File: config.mk
export PLATFORM = sky130hd
export DESIGN_NAME = fifo_traffic_gen
export DESIGN_NICKNAME = d
export VERILOG_FILES = /design/src/rtl/fifo_tg_pkg.sv /design/src/rtl/fifo_tg_lfsr.sv /design/src/rtl/fifo_traffic_gen.sv
export SDC_FILE = /design/constraint.sdc
export NUM_CORES = 1
export LEC_CHECK = 0
export ABC_AREA = 1
export BUFFER_PORTS_ARGS = -buffer_cell sky130_fd_sc_hd__buf_2
export CAP_MARGIN = 0
export CORE_MARGIN = 2
export CORE_UTILIZATION = 49
export CTS_CLUSTER_SIZE = 28
export DETAILED_ROUTE_END_ITERATION = 12
export GPL_TIMING_DRIVEN = 1
export PLACE_DENSITY = 0.73
export SYNTH_ARGS = -nofsm -noshare
export SYNTH_HDL_FRONTEND = slang
export SYNTH_HIERARCHICAL = 1
export SYNTH_SLANG_ARGS = --single-unit
File: constraint.sdc
create_clock -name clk -period 2.5 [get_ports clk]
set_clock_uncertainty 0.05 [all_clocks]
set_input_delay 0.125 -clock clk [delete_from_list [all_inputs] [get_ports clk]]
set_output_delay 0.125 -clock clk [all_outputs]
set_load 0.02 [all_outputs]
File: src/rtl/fifo_tg_pkg.sv
// Shared types and helpers for the FIFO traffic generator.
// Build option FIFO_TG_CHECK_EN enables the in-line read-data checker.
package fifo_tg_pkg;

  typedef enum logic [1:0] {
    MODE_FILL_DRAIN = 2'd0,
    MODE_STREAM     = 2'd1,
    MODE_RANDOM     = 2'd2
  } mode_e;

  typedef enum logic [2:0] {
    S_IDLE,
    S_FILL,
    S_DRAIN,
    S_STREAM,
    S_RAND,
    S_DONE
  } state_e;

  localparam logic [7:0] LFSR_POLY_DEF = 8'hB8;
  localparam logic [7:0] LFSR_INIT     = 8'h01;

  // Right-shifting Galois step: feedback taps fold in when bit 0 falls out
  function automatic logic [7:0] lfsr_next(
    input logic [7:0] s,
    input logic [7:0] poly
  );
    return s[0] ? ((s >> 1) ^ poly) : (s >> 1);
  endfunction

endpackage

File: src/rtl/fifo_tg_lfsr.sv
// 8-bit Galois LFSR with advance enable and synchronous reset.
// Drives the write/read coin flips of the RANDOM traffic mode.
module fifo_tg_lfsr
  import fifo_tg_pkg::*;
#(
  parameter logic [7:0] POLY = LFSR_POLY_DEF
) (
  input  logic       clk,
  input  logic       rst,
  input  logic       adv,
  output logic [7:0] q
);

  always_ff @(posedge clk) begin
    if (rst) begin
      q <= LFSR_INIT;
    end else if (adv) begin
      q <= lfsr_next(q, POLY);
    end
  end

endmodule

File: src/rtl/fifo_traffic_gen.sv
// Deterministic FIFO stimulus engine: FILL_DRAIN, STREAM and RANDOM runs.
// Build option FIFO_TG_CHECK_EN adds the error output and read-data compare.
module fifo_traffic_gen
  import fifo_tg_pkg::*;
#(
  parameter int                    DATA_WIDTH = 4,
  parameter int                    NUM_TXN    = 16,
  parameter logic [DATA_WIDTH-1:0] SEED       = 4'h1,
  parameter logic [7:0]            LFSR_POLY  = LFSR_POLY_DEF,
  localparam int                   CNT_W      = $clog2(NUM_TXN + 1)
) (
  input  logic                  clk,
  input  logic                  rst,
  input  logic                  start,
  input  logic [1:0]            mode,
  input  logic                  full,
  input  logic                  empty,
  input  logic [DATA_WIDTH-1:0] read_data,
  output logic                  write_en,
  output logic [DATA_WIDTH-1:0] write_data,
  output logic                  read_en,
  output logic                  busy,
  output logic                  done,
  output logic [CNT_W-1:0]      wr_count,
  output logic [CNT_W-1:0]      rd_count
`ifdef FIFO_TG_CHECK_EN
  ,
  output logic                  error
`endif
);

  localparam logic [CNT_W-1:0] N_TXN = CNT_W'(NUM_TXN);

  state_e           state, state_d, entry_st;
  logic [7:0]       lfsr;
  logic             start_acc;
  logic             wr_acc, rd_acc;
  logic             wr_left, rd_left;
  logic             all_done;
  logic [CNT_W-1:0] wr_nxt, rd_nxt;

  assign start_acc = start && (state == S_IDLE || state == S_DONE);
  assign wr_left   = wr_count < N_TXN;
  assign rd_left   = rd_count < N_TXN;
  assign wr_acc    = write_en && (!full || read_en);
  assign rd_acc    = read_en && (!empty || write_en);
  assign wr_nxt    = wr_count + CNT_W'(wr_acc);
  assign rd_nxt    = rd_count + CNT_W'(rd_acc);
  assign all_done  = (wr_nxt == N_TXN) && (rd_nxt == N_TXN);

  // Reseeded on every accepted start so each run repeats exactly
  fifo_tg_lfsr #(
    .POLY (LFSR_POLY)
  ) u_lfsr (
    .clk (clk),
    .rst (rst || start_acc),
    .adv (state == S_RAND),
    .q   (lfsr)
  );

  always_comb begin
    if (mode == MODE_FILL_DRAIN) begin
      entry_st = S_FILL;
    end else if (mode == MODE_RANDOM) begin
      entry_st = S_RAND;
    end else begin
      entry_st = S_STREAM;
    end
  end

  always_ff @(posedge clk) begin
    if (rst) begin
      state <= S_IDLE;
    end else begin
      state <= state_d;
    end
  end

  always_comb begin
    state_d = state;
    unique case (state)
      S_IDLE, S_DONE: begin
        if (start) state_d = entry_st;
      end
      S_FILL: begin
        if (all_done) begin
          state_d = S_DONE;
        end else if (full || wr_nxt == N_TXN) begin
          state_d = S_DRAIN;
        end
      end
      S_DRAIN: begin
        if (all_done) begin
          state_d = S_DONE;
        end else if (empty && wr_left) begin
          state_d = S_FILL;
        end
      end
      S_STREAM, S_RAND: begin
        if (all_done) state_d = S_DONE;
      end
      default: state_d = S_IDLE;
    endcase
  end

  // Enables come from registered state only, never from full/empty
  always_comb begin
    write_en = 1'b0;
    read_en  = 1'b0;
    busy     = 1'b0;
    done     = 1'b0;
    unique case (state)
      S_FILL: begin
        write_en = 1'b1;
        busy     = 1'b1;
      end
      S_DRAIN: begin
        read_en = 1'b1;
        busy    = 1'b1;
      end
      S_STREAM: begin
        write_en = wr_left;
        read_en  = rd_left;
        busy     = 1'b1;
      end
      S_RAND: begin
        write_en = wr_left && (lfsr[0] || !rd_left);
        read_en  = rd_left && (lfsr[1] || !wr_left);
        busy     = 1'b1;
      end
      S_DONE: done = 1'b1;
      default: ;
    endcase
  end

  always_ff @(posedge clk) begin
    if (rst || start_acc) begin
      wr_count   <= '0;
      rd_count   <= '0;
      write_data <= SEED;
    end else begin
      if (wr_acc) begin
        wr_count   <= wr_nxt;
        write_data <= write_data + DATA_WIDTH'(1);
      end
      if (rd_acc) rd_count <= rd_nxt;
    end
  end

  logic unused_lfsr_hi;
  assign unused_lfsr_hi = ^lfsr[7:2];

`ifdef FIFO_TG_CHECK_EN
  logic [DATA_WIDTH-1:0] exp_data;

  always_ff @(posedge clk) begin
    if (rst || start_acc) begin
      error    <= 1'b0;
      exp_data <= SEED;
    end else if (rd_acc) begin
      if (read_data != exp_data) error <= 1'b1;
      exp_data <= exp_data + DATA_WIDTH'(1);
    end
  end
`else
  logic unused_read_data;
  assign unused_read_data = ^read_data;
`endif

endmodule

==> metrics.csv <==
stage;metric;value;unit
die;Core ar.;2780;um^2
clock_network;H-tree levels;1;
setup_path;crit-path cells;inv_4 > nor2_4 > nand2_2 > nand2_2 > nand3_2 > buf_4 > nand3_2 > nand2_2 > inv_2 > ha_4 > ha_4 > or2_4 > nor2_4 > nand3_4 > buf_4 > o21bai_1 > nand2_1 > nand2_1 > a21oi_1;
sta;RSZ-0062 raised after global routing;true;
sta;Achievable Freq;388;MHz
placement;# port buffers;24;
cells_and_area;final core occ;70.6;%
job;maxcap violations;0;
clock_network;later-pin clock latency in the skew report;0.31;ns
cells_and_area;nets;292;
synthesis;#FFs+latches synth;25;
placement;gpl congestion;0.827;
global_routing;initial antenna violation count;0;
clock_network;CTS tree;built;
cells_and_area;most frequent cells in the layout;52 x nand2_1, 30 x buf_4, 25 x inv_1;
sta;fin. max-slew vios;0;
pwr;Reg power frac;30.5;%
pwr;Clock Power Share;9.3;%
setup_path;critical path class;flip-flop to flip-flop;
global_routing;GRT Total Usage;21.5;%
sta;Hold Fails Final Rpt;0;
cells_and_area;n_diodes;0;
die;die area;3420;um^2
pwr;Leakage;0.965;nW
pwr;sw frac;45.8;%
setup_path;Worst EP required;2.67;ns
global_routing;total gr overflow;0;
synthesis;Netlist cell types;24;
worst_hold_path;worst min path class;input pin to flip-flop;
setup_path;startpoint types;flip-flop;
synthesis;top post-synthesis cells by area;dfxtp_1 34%, nand2_1 15%, inv_1 6.7%, nor2_1 5.9%, a21oi_1 5.9%;
setup_path;CP peak stage delay;0.42;ns
synthesis;Yosys warnings;6;
sta;Tmin final;2.58;ns
synthesis;post-synthesis cell area;1450;um^2
sta;final hold slack;0.145;ns
cells_and_area;commonest non-fill, non-tap cell in the layout;nand2_1;
global_routing;largest net degree at the start of global routing;14;
die;Top-Level Pins;29;
cells_and_area;Filler cells;237;
sta;worst slew pin tran;0.410;ns
synthesis;synthesized net count;235;
synthesis;Seq/Total Area, Yosys;34.5;%
placement;pre-CTS setup slack;-0.168;ns
sta;Final Cycle Share;103;%
clock_network;Clock Pin Slew Worst Setup and Hold Paths;0.14;ns
clock_network;Root Buffer;clkbuf_4;
die;# rows;19;
sta;worst setup margin;-0.0801;ns
cells_and_area;layout cell share with drive strength beyond 1;37.5;%
setup_path;slowest CP cell;dfxtp_4;
run_status;failing checks;negative setup slack;
cells_and_area;final instance area;1960;um^2
run_status;status;finished, violations left;
route;residual DRC count;0;
setup_path;cell mode on critical path;nand2_2;
pwr;P_int;0.00105;W
route;DRT Pass-1 Iters;4;
cells_and_area;P&R area growth vs syn;35.1;%
placement;placed inst area;1740;um^2
setup_path;endpoint class of the critical path;flip-flop;
die;die height;58.4;um
global_routing;first-pass GRT wire length;5790;um
pwr;P_sw;0.000889;W
pwr;worst vdd ir;0.938;mV
route;Via density;5.03;
route;1st-iter DRT viols;78;
placement;DPL Wire Length;2380;um
pwr;Combinational Power Share;60.2;%
setup_path;RR Startpoint;state[1]$_SDFFE_PP0P_;
die;chip width;58.4;um
synthesis;Avg Inst Size Synth;6.63;um^2
clock_network;Clock Path Buffers;2;
synthesis;area share of the largest cell type after synthesis;34.5;%
setup_path;CP Max Fanout;4;
sta;Slew HR;72.7;%
route;final wirelength;3450;um
setup_path;crit path DAT;2.75;ns
worst_hold_path;Hold Path Stages;5;
worst_hold_path;min-delay src;mode[0];
setup_path;critical path startpoint;state[1]$_SDFFE_PP0P_;
clock_network;clk sink count;25;
global_routing;number of global-route vias before repair;1437;
synthesis;Post-Syn Instances;219;
synthesis;cell taking the most area after synthesis;dfxtp_1;
route;WL per Instance;11.3;um
route;antenna-violating nets left;0;
cells_and_area;Final Instance Count excl. Fillers;306;
clock_network;total CTS buffers;3;
pwr;pwr/cell area;990;nW/um^2
setup_path;Reg2Reg Depth;19;
sta;Final setup viols;3;
die;Initial Util;52.2;%
placement;placed cell count;292;
route;routed via count;1538;
## cells by family (layout without fill, tap and decap cells)
family	Yosys count	in the layout	synth area share, %
compound gates	39	39	15.7
flops	25	25	34.5
buf+inv	37	93	10.9
simple gates	113	113	34.7
fa+ha+maj	5	5	4.31
## worst paths after layout
check	to	slack, ns
worst max-delay path	state[2]$_SDFFE_PP0P_	-0.08
worst min-delay path	state[1]$_SDFFE_PP0P_	0.15
worst max register to register	state[2]$_SDFFE_PP0P_	-0.08
worst min register to register	u_lfsr/q[2]$_SDFFE_PP0P_	0.41
## registers in the layout, summed over array words and instances, names as in the netlist
register / cells
u_lfsr/q: 8
state: 3
rd_count: 5
wr_count: 5
write_data: 4
## power groups by stage
stage                     clock, W  combinational, W  sequential [W]
after CTS                 0.000197           0.00109        0.000576
after detailed placement         0           0.00103        0.000569
final                     0.000181           0.00117        0.000593
after global routing      0.000210           0.00130        0.000604
after global placement           0           0.00102        0.000567
after floorplan                  0          0.000659        0.000601
## per-stage QoR
stage                     power (W)  setup TNS [ns]
final                       0.00194          -0.221
after global routing        0.00212          -0.677
after CTS                   0.00187               0
after detailed placement    0.00160          -0.450
after global placement      0.00158          -0.198
after floorplan             0.00126               0
## layout make-up
| type | count | area, um^2 | share of cell area (%) |
|---|---|---|---|
| Multi-Input combinational cell | 157 | 901 | 45.9 |
| Sequential cell | 25 | 512 | 26.1 |
| Timing Repair Buffer | 55 | 355 | 18.1 |
| Inverter | 34 | 130 | 6.63 |
| Tap cell | 31 | 38.8 | 1.98 |
| Clock buffer | 4 | 26.3 | 1.34 |
## synthesized netlist by cell type (all sizes together)
cell type	instances
nor3	1
a211oi	1
a31oi	1
ha	5
nand3	17
dfxtp	25
nand4	4
a21oi	19
o21bai	1
inv	34
nand2	61
buf	3
or2	3
o21ai	17
nor2	27
## critical path: cells and delay by family, from the launching register on
family,cells,cell delay (ns)
simple gates,11,1.07
flops,1,0.42
buf+inv,4,0.41
fa+ha+maj,2,0.34
compound gates,2,0.21
## metal layers
| metal | GRT usage [%] | routed length, um | vias up |
|---|---|---|---|
| li1 | - | - | 815 |
| met1 | 27.4 | 1600 | 700 |
| met2 | 37.2 | 1730 | 21 |
| met3 | 2.64 | 100 | 2 |
| met4 | 7.31 | 20 | 0 |
| met5 | 0 | 0 | - |
## timing repair
item	CTS	global route
hold buffers	1	0
gates resized for setup	16	13
endpoints found under the setup margin	3	3
setup buffers	5	4
pin swaps	16	17
endpoints found under the hold margin	3	0
(Power assumes the default switching activity.)
